## config.mk

```make
export PLATFORM = sky130hd
export DESIGN_NAME = led_pattern
export DESIGN_NICKNAME = d
export VERILOG_FILES = /design/src/rtl/led_pattern.sv
export SDC_FILE = /design/constraint.sdc
export NUM_CORES = 1
export LEC_CHECK = 0
export CAP_MARGIN = 10
export CORE_MARGIN = 3
export CORE_UTILIZATION = 35
export CTS_CLUSTER_DIAMETER = 120
export DETAILED_ROUTE_END_ITERATION = 8
export PLACE_DENSITY_LB_ADDON = 0.3
export SLEW_MARGIN = 20
export SYNTH_ARGS = -nofsm -noshare
export SYNTH_HDL_FRONTEND = slang
export SYNTH_SLANG_ARGS = --single-unit
```

## constraint.sdc

```tcl
create_clock -name clk_in -period 2.1 [get_ports clk_in]
set_input_delay 0.315 -clock clk_in [delete_from_list [all_inputs] [get_ports clk_in]]
set_output_delay 0.315 -clock clk_in [all_outputs]
set_load 0.05 [all_outputs]
```

## src/rtl/led_pattern.sv

```systemverilog
// LED pattern sequencer. Synchronises a slow tick from the clock divider and,
// on each rising edge, steps a blink/chase/binary/fill pattern on the LED bank.
// Ports: clk_in, rst_in (async, active-high), tick_in (async square wave),
//   mode_in (00 blink, 01 chase, 10 binary, 11 fill), pause_in, brightness_in,
//   leds_out (bit 0 = LED 0), step_out (one-cycle strobe per accepted step).
// Optional macro LED_PWM_EN: registered PWM brightness gating on leds_out.
module led_pattern #(
  parameter int LED_COUNT = 8,
  parameter int PWM_BITS  = 4
) (
  input  logic                 clk_in,
  input  logic                 rst_in,
  input  logic                 tick_in,
  input  logic [1:0]           mode_in,
  input  logic                 pause_in,
  input  logic [PWM_BITS-1:0]  brightness_in,
  output logic [LED_COUNT-1:0] leds_out,
  output logic                 step_out
);

  localparam int PW = $clog2(LED_COUNT);

  localparam logic [1:0] M_BLINK  = 2'b00;
  localparam logic [1:0] M_CHASE  = 2'b01;
  localparam logic [1:0] M_BINARY = 2'b10;
  localparam logic [1:0] M_FILL   = 2'b11;

  localparam logic [PW-1:0] POS_MAX = PW'(LED_COUNT - 1);
  localparam logic [PW-1:0] POS_MIN = '0;

  localparam logic [LED_COUNT-1:0] ONES = '1;
  localparam logic [LED_COUNT-1:0] ONE  = LED_COUNT'(1);

  logic                 r_s1, r_s2, r_s3;
  logic [1:0]           r_mode;
  logic [LED_COUNT-1:0] r_pat;
  logic [PW-1:0]        r_pos;
  logic                 r_dir_up;
  logic                 r_step;

  logic                 w_rise;
  logic                 w_step;
  logic [1:0]           w_mode_nxt;
  logic [LED_COUNT-1:0] w_pat_nxt;
  logic [PW-1:0]        w_pos_nxt;
  logic                 w_dir_nxt;

  // Chain resets high so a tick already high at release is not an edge.
  always_ff @(posedge clk_in or posedge rst_in) begin
    if (rst_in) begin
      r_s1 <= 1'b1;
      r_s2 <= 1'b1;
      r_s3 <= 1'b1;
    end else begin
      r_s1 <= tick_in;
      r_s2 <= r_s1;
      r_s3 <= r_s2;
    end
  end

  assign w_rise = r_s2 & ~r_s3;
  assign w_step = w_rise & ~pause_in;

  always_comb begin
    w_mode_nxt = r_mode;
    w_pat_nxt  = r_pat;
    w_pos_nxt  = r_pos;
    w_dir_nxt  = r_dir_up;
    if (mode_in != r_mode) begin
      // A mode change loads the entry pattern instead of advancing.
      w_mode_nxt = mode_in;
      w_pos_nxt  = '0;
      w_dir_nxt  = 1'b1;
      unique case (mode_in)
        M_BLINK:  w_pat_nxt = ONES;
        M_CHASE:  w_pat_nxt = ONE;
        M_BINARY: w_pat_nxt = '0;
        M_FILL:   w_pat_nxt = ONE;
      endcase
    end else begin
      unique case (r_mode)
        M_BLINK:  w_pat_nxt = ~r_pat;
        M_CHASE: begin
          if (r_dir_up) begin
            if (r_pos == POS_MAX) begin
              w_pos_nxt = r_pos - 1'b1;
              w_dir_nxt = 1'b0;
            end else begin
              w_pos_nxt = r_pos + 1'b1;
            end
          end else begin
            if (r_pos == POS_MIN) begin
              w_pos_nxt = r_pos + 1'b1;
              w_dir_nxt = 1'b1;
            end else begin
              w_pos_nxt = r_pos - 1'b1;
            end
          end
          w_pat_nxt = ONE << w_pos_nxt;
        end
        M_BINARY: w_pat_nxt = r_pat + ONE;
        M_FILL: begin
          if (r_pat == ONES) w_pat_nxt = '0;
          else               w_pat_nxt = (r_pat << 1) | ONE;
        end
      endcase
    end
  end

  always_ff @(posedge clk_in or posedge rst_in) begin
    if (rst_in) begin
      r_mode   <= M_BLINK;
      r_pat    <= '0;
      r_pos    <= '0;
      r_dir_up <= 1'b1;
      r_step   <= 1'b0;
    end else begin
      r_step <= w_step;
      if (w_step) begin
        r_mode   <= w_mode_nxt;
        r_pat    <= w_pat_nxt;
        r_pos    <= w_pos_nxt;
        r_dir_up <= w_dir_nxt;
      end
    end
  end

  assign step_out = r_step;

`ifdef LED_PWM_EN
  logic [PWM_BITS-1:0]  r_cnt;
  logic [LED_COUNT-1:0] r_leds;
  logic                 w_on;

  // All-ones brightness means 100% duty, not 15/16.
  assign w_on = (&brightness_in) | (r_cnt < brightness_in);

  always_ff @(posedge clk_in or posedge rst_in) begin
    if (rst_in) begin
      r_cnt  <= '0;
      r_leds <= '0;
    end else begin
      r_cnt  <= r_cnt + 1'b1;
      r_leds <= w_on ? r_pat : '0;
    end
  end

  assign leds_out = r_leds;
`else
  logic w_unused;
  assign w_unused = ^brightness_in;
  assign leds_out = r_pat;
`endif

endmodule

```

==> impl_metrics.json <==
{
  "final.setup.worst_slack_ns": 0.121,
  "critPathTopFamily": "buffers and inverters",
  "crit_path_start": "leds_out[5]",
  "static-leakage-power_nw": 0.710,
  "final_net_count": 197,
  "crit-reg2reg-launch": "r_pos[0]",
  "antennaDiodeCount": 0,
  "clk_pin_slew_worst_paths_ns": 0.08,
  "timing.final.setup_violations": 0,
  "n_fill_cell": 338,
  "critical_path.max_fanout": 9,
  "antenna_violating_nets_post_route": 0,
  "rsz0062_at_grt": "false",
  "die_w_um": 67.7,
  "finalSetupTns_ns": 0,
  "synth_cells": 153,
  "cts_buffer_depth": 2,
  "post_place_setup_slack_ns": 0.131,
  "clock_skew_ns": 0.0107,
  "tightestPinTransition_ns": 0.757,
  "vias": 1280,
  "synthTopCellsByCount": "dfrtp_1 (14), nand2_1 (14), a21oi_1 (13), o21ai_0 (10), clkbuf_1 (9)",
  "final_hold_viol_count": 0,
  "yosysWarnings": 0,
  "clock_tree.htree_level_count": 1,
  "synthesis_to_layout_area_growth_pct": 27.9,
  "leading_area_contributor_after_synthesis": "dfrtp_1",
  "max_clock_freq_ghz": 0.505,
  "netlist-cell-type-count": 41,
  "critPathKind": "register to output port",
  "global_placer_s_final_weighted_congestion": 0.867,
  "final_layout_size_suffix_gt1_share_pct": 22.1,
  "drcViolationCount": 0,
  "finalCriticalPeriod_ns": 1.98,
  "tritoncts": "done",
  "synth.ff_latch_count": 18,
  "initial_utilization_pct": 38.1,
  "hold_fix_buffers_at_cts": 0,
  "clock_insertion_delay_worst_skew_ns": 0.26,
  "finalNonFillerCells": 227,
  "syn-cell-area_mm2": 0.00133,
  "finalMaxSlewViolations": 0,
  "grt_pass1_wl_mm": 5.71,
  "yosysSeqAreaShare_pct": 34.2,
  "io_buffers": 14,
  "antenna_found_initial": 0,
  "slowest_stage": "clkdlybuf4s50_1",
  "grt_start_max_net_pins": 16,
  "critical_path_cell_count": 1,
  "worst_ep_required_time_ns": 1.78,
  "root_buffer": "clkbuf_8",
  "critical-path-max-stage-delay_ns": 0.87,
  "drt-initial-drc-count": 151,
  "critical_path.startpoint_type": "register",
  "critical_path.n_buffers_inverters": 1,
  "critical_path_cell_by_cell": "clkdlybuf4s50_1",
  "synth.area.top_cells": "dfrtp_1 (26%), dfstp_2 (7.9%), a21oi_1 (4.9%)",
  "syn_nets": 168,
  "drt_pre_antenna_iters": 4,
  "ys_dominant_reg_cell": "dfrtp_1",
  "row_count": 21,
  "yosysTopAreaCellShare_pct": 26.3,
  "relative_slew_slack_pct": 49.0,
  "post_synth_edffs": 0,
  "die_area_mm2": 0.00458,
  "wl_per_cell_um": 14.7,
  "die-height_um": 67.7,
  "synth_async_sr_flop_share_pct": 100,
  "number_of_cells_on_the_worst_reg_to_reg_path": 8,
  "grt_usage_pct": 16.4,
  "min_from": "r_s1",
  "cts_buffers": 3,
  "hold_crit_depth": 0,
  "core_mm2": 0.00349,
  "hpwl_mm": 2.42,
  "post_drt_via_cell_ratio": 5.64,
  "run_status": "completed",
  "wirelength_mm": 3.35,
  "end_kind": "output port",
  "ioPinCount": 19,
  "powerDensity_mw_per_mm2": 808,
  "layout.cell_area.non_filler_mm2": 0.00170,
  "global_route.overflow_total": 0,
  "worst_vdd_ir_v": 0.000395,
  "timing.final.crit_share_pct": 94.2,
  "number_of_sinks_handled_by_clock_tree_synthesis": 18,
  "worst-endpoint-arrival_ns": 1.66,
  "hp-class": "register to register",
  "first_global_vias": 1221,
  "dpl-instance-area_mm2": 0.00164,
  "post-place-cells": 222,
  "report.power.total_w": 0.00138,
  "max_capacitance_violation_count": 0,
  "synthesis.area_per_instance_um2": 8.70
}
## logic make-up (layout without fill, tap and decap cells)
group	count (synthesis)	count (layout)	synth area share [%]
XOR/XNOR	7	7	5.17
multiplexers	1	1	0.846
AO/OA/AOI/OAI	56	56	29.9
adder cells (fa/ha/maj)	5	5	4.70
AND/OR/NAND/NOR	46	46	19.1
buffers and inverters	20	48	6.11
flip-flops	18	18	34.2
## worst paths after layout
| kind | slack, ns | to |
|---|---|---|
| max in group asynchronous | 1.13 | r_s3 |
| min reg2reg | 0.36 | r_s2 |
| min | 0.36 | r_s2 |
| max | 0.12 | leds_out[5] |
| min in group asynchronous | 0.38 | leds_out[2] |
| max reg2reg | 0.15 | leds_out[6] |
## layout make-up
cell class / instances / area, um2 / area share (%)
well taps: 46 / 57.6 / 3.38
repair buffers: 36 / 305 / 17.9
inverters: 8 / 30.0 / 1.76
multi-input cells: 115 / 796 / 46.7
flip-flops and latches: 18 / 459 / 27.0
clock buffers: 4 / 55.1 / 3.23
## repair_timing
item | CTS | global route
setup endpoints to repair | 0 | 3
setup buffers | 0 | 1
gates resized for setup | 0 | 1
endpoints found under the hold margin | 0 | 0
## per-stage QoR
stage / hold WS (ns) / util (%)
3_3_place_gp: 0.348 / 46.9
4_1_cts: 0.362 / 48.5
6_report: 0.359 / 48.7
5_1_grt: 0.362 / 48.7
3_5_place_dp: 0.351 / 46.9
2_1_floorplan: 0.250 / -
## layout by cell type, fill, tap and decap left out, types with 6 or more instances in the layout
| master | n |
|---|---|
| buf_4 | 22 |
| nand2_1 | 14 |
| dfrtp_1 | 11 |
| clkdlybuf4s50_1 | 14 |
| a21oi_1 | 13 |
| inv_1 | 8 |
| nor2_1 | 6 |
| o21ai_0 | 10 |
| o211ai_1 | 7 |
## state kept, by name, indices dropped and copies added (netlist names)
signal / cells
r_s3: 1
r_s2: 1
r_mode: 2
r_pos: 3
r_s1: 1
step_out: 1
leds_out: 8
r_dir_up: 1
## per-layer routing
layer	routed length, um	GRT usage, %	share of wire (%)
met5	0	0	0
met4	33	3.54	0.99
met3	169	3.16	5.1
met2	1580	26.5	47
met1	1560	22.4	47
## power by group
group	internal, W	total (W)	leakage (nW)	switching, W
sequential	0.000399	0.000498	0.218	0.0000980
clock	0.000167	0.000296	0.0288	0.000129
combinational	0.000247	0.000582	0.463	0.000336
(Power assumes the default switching activity.)
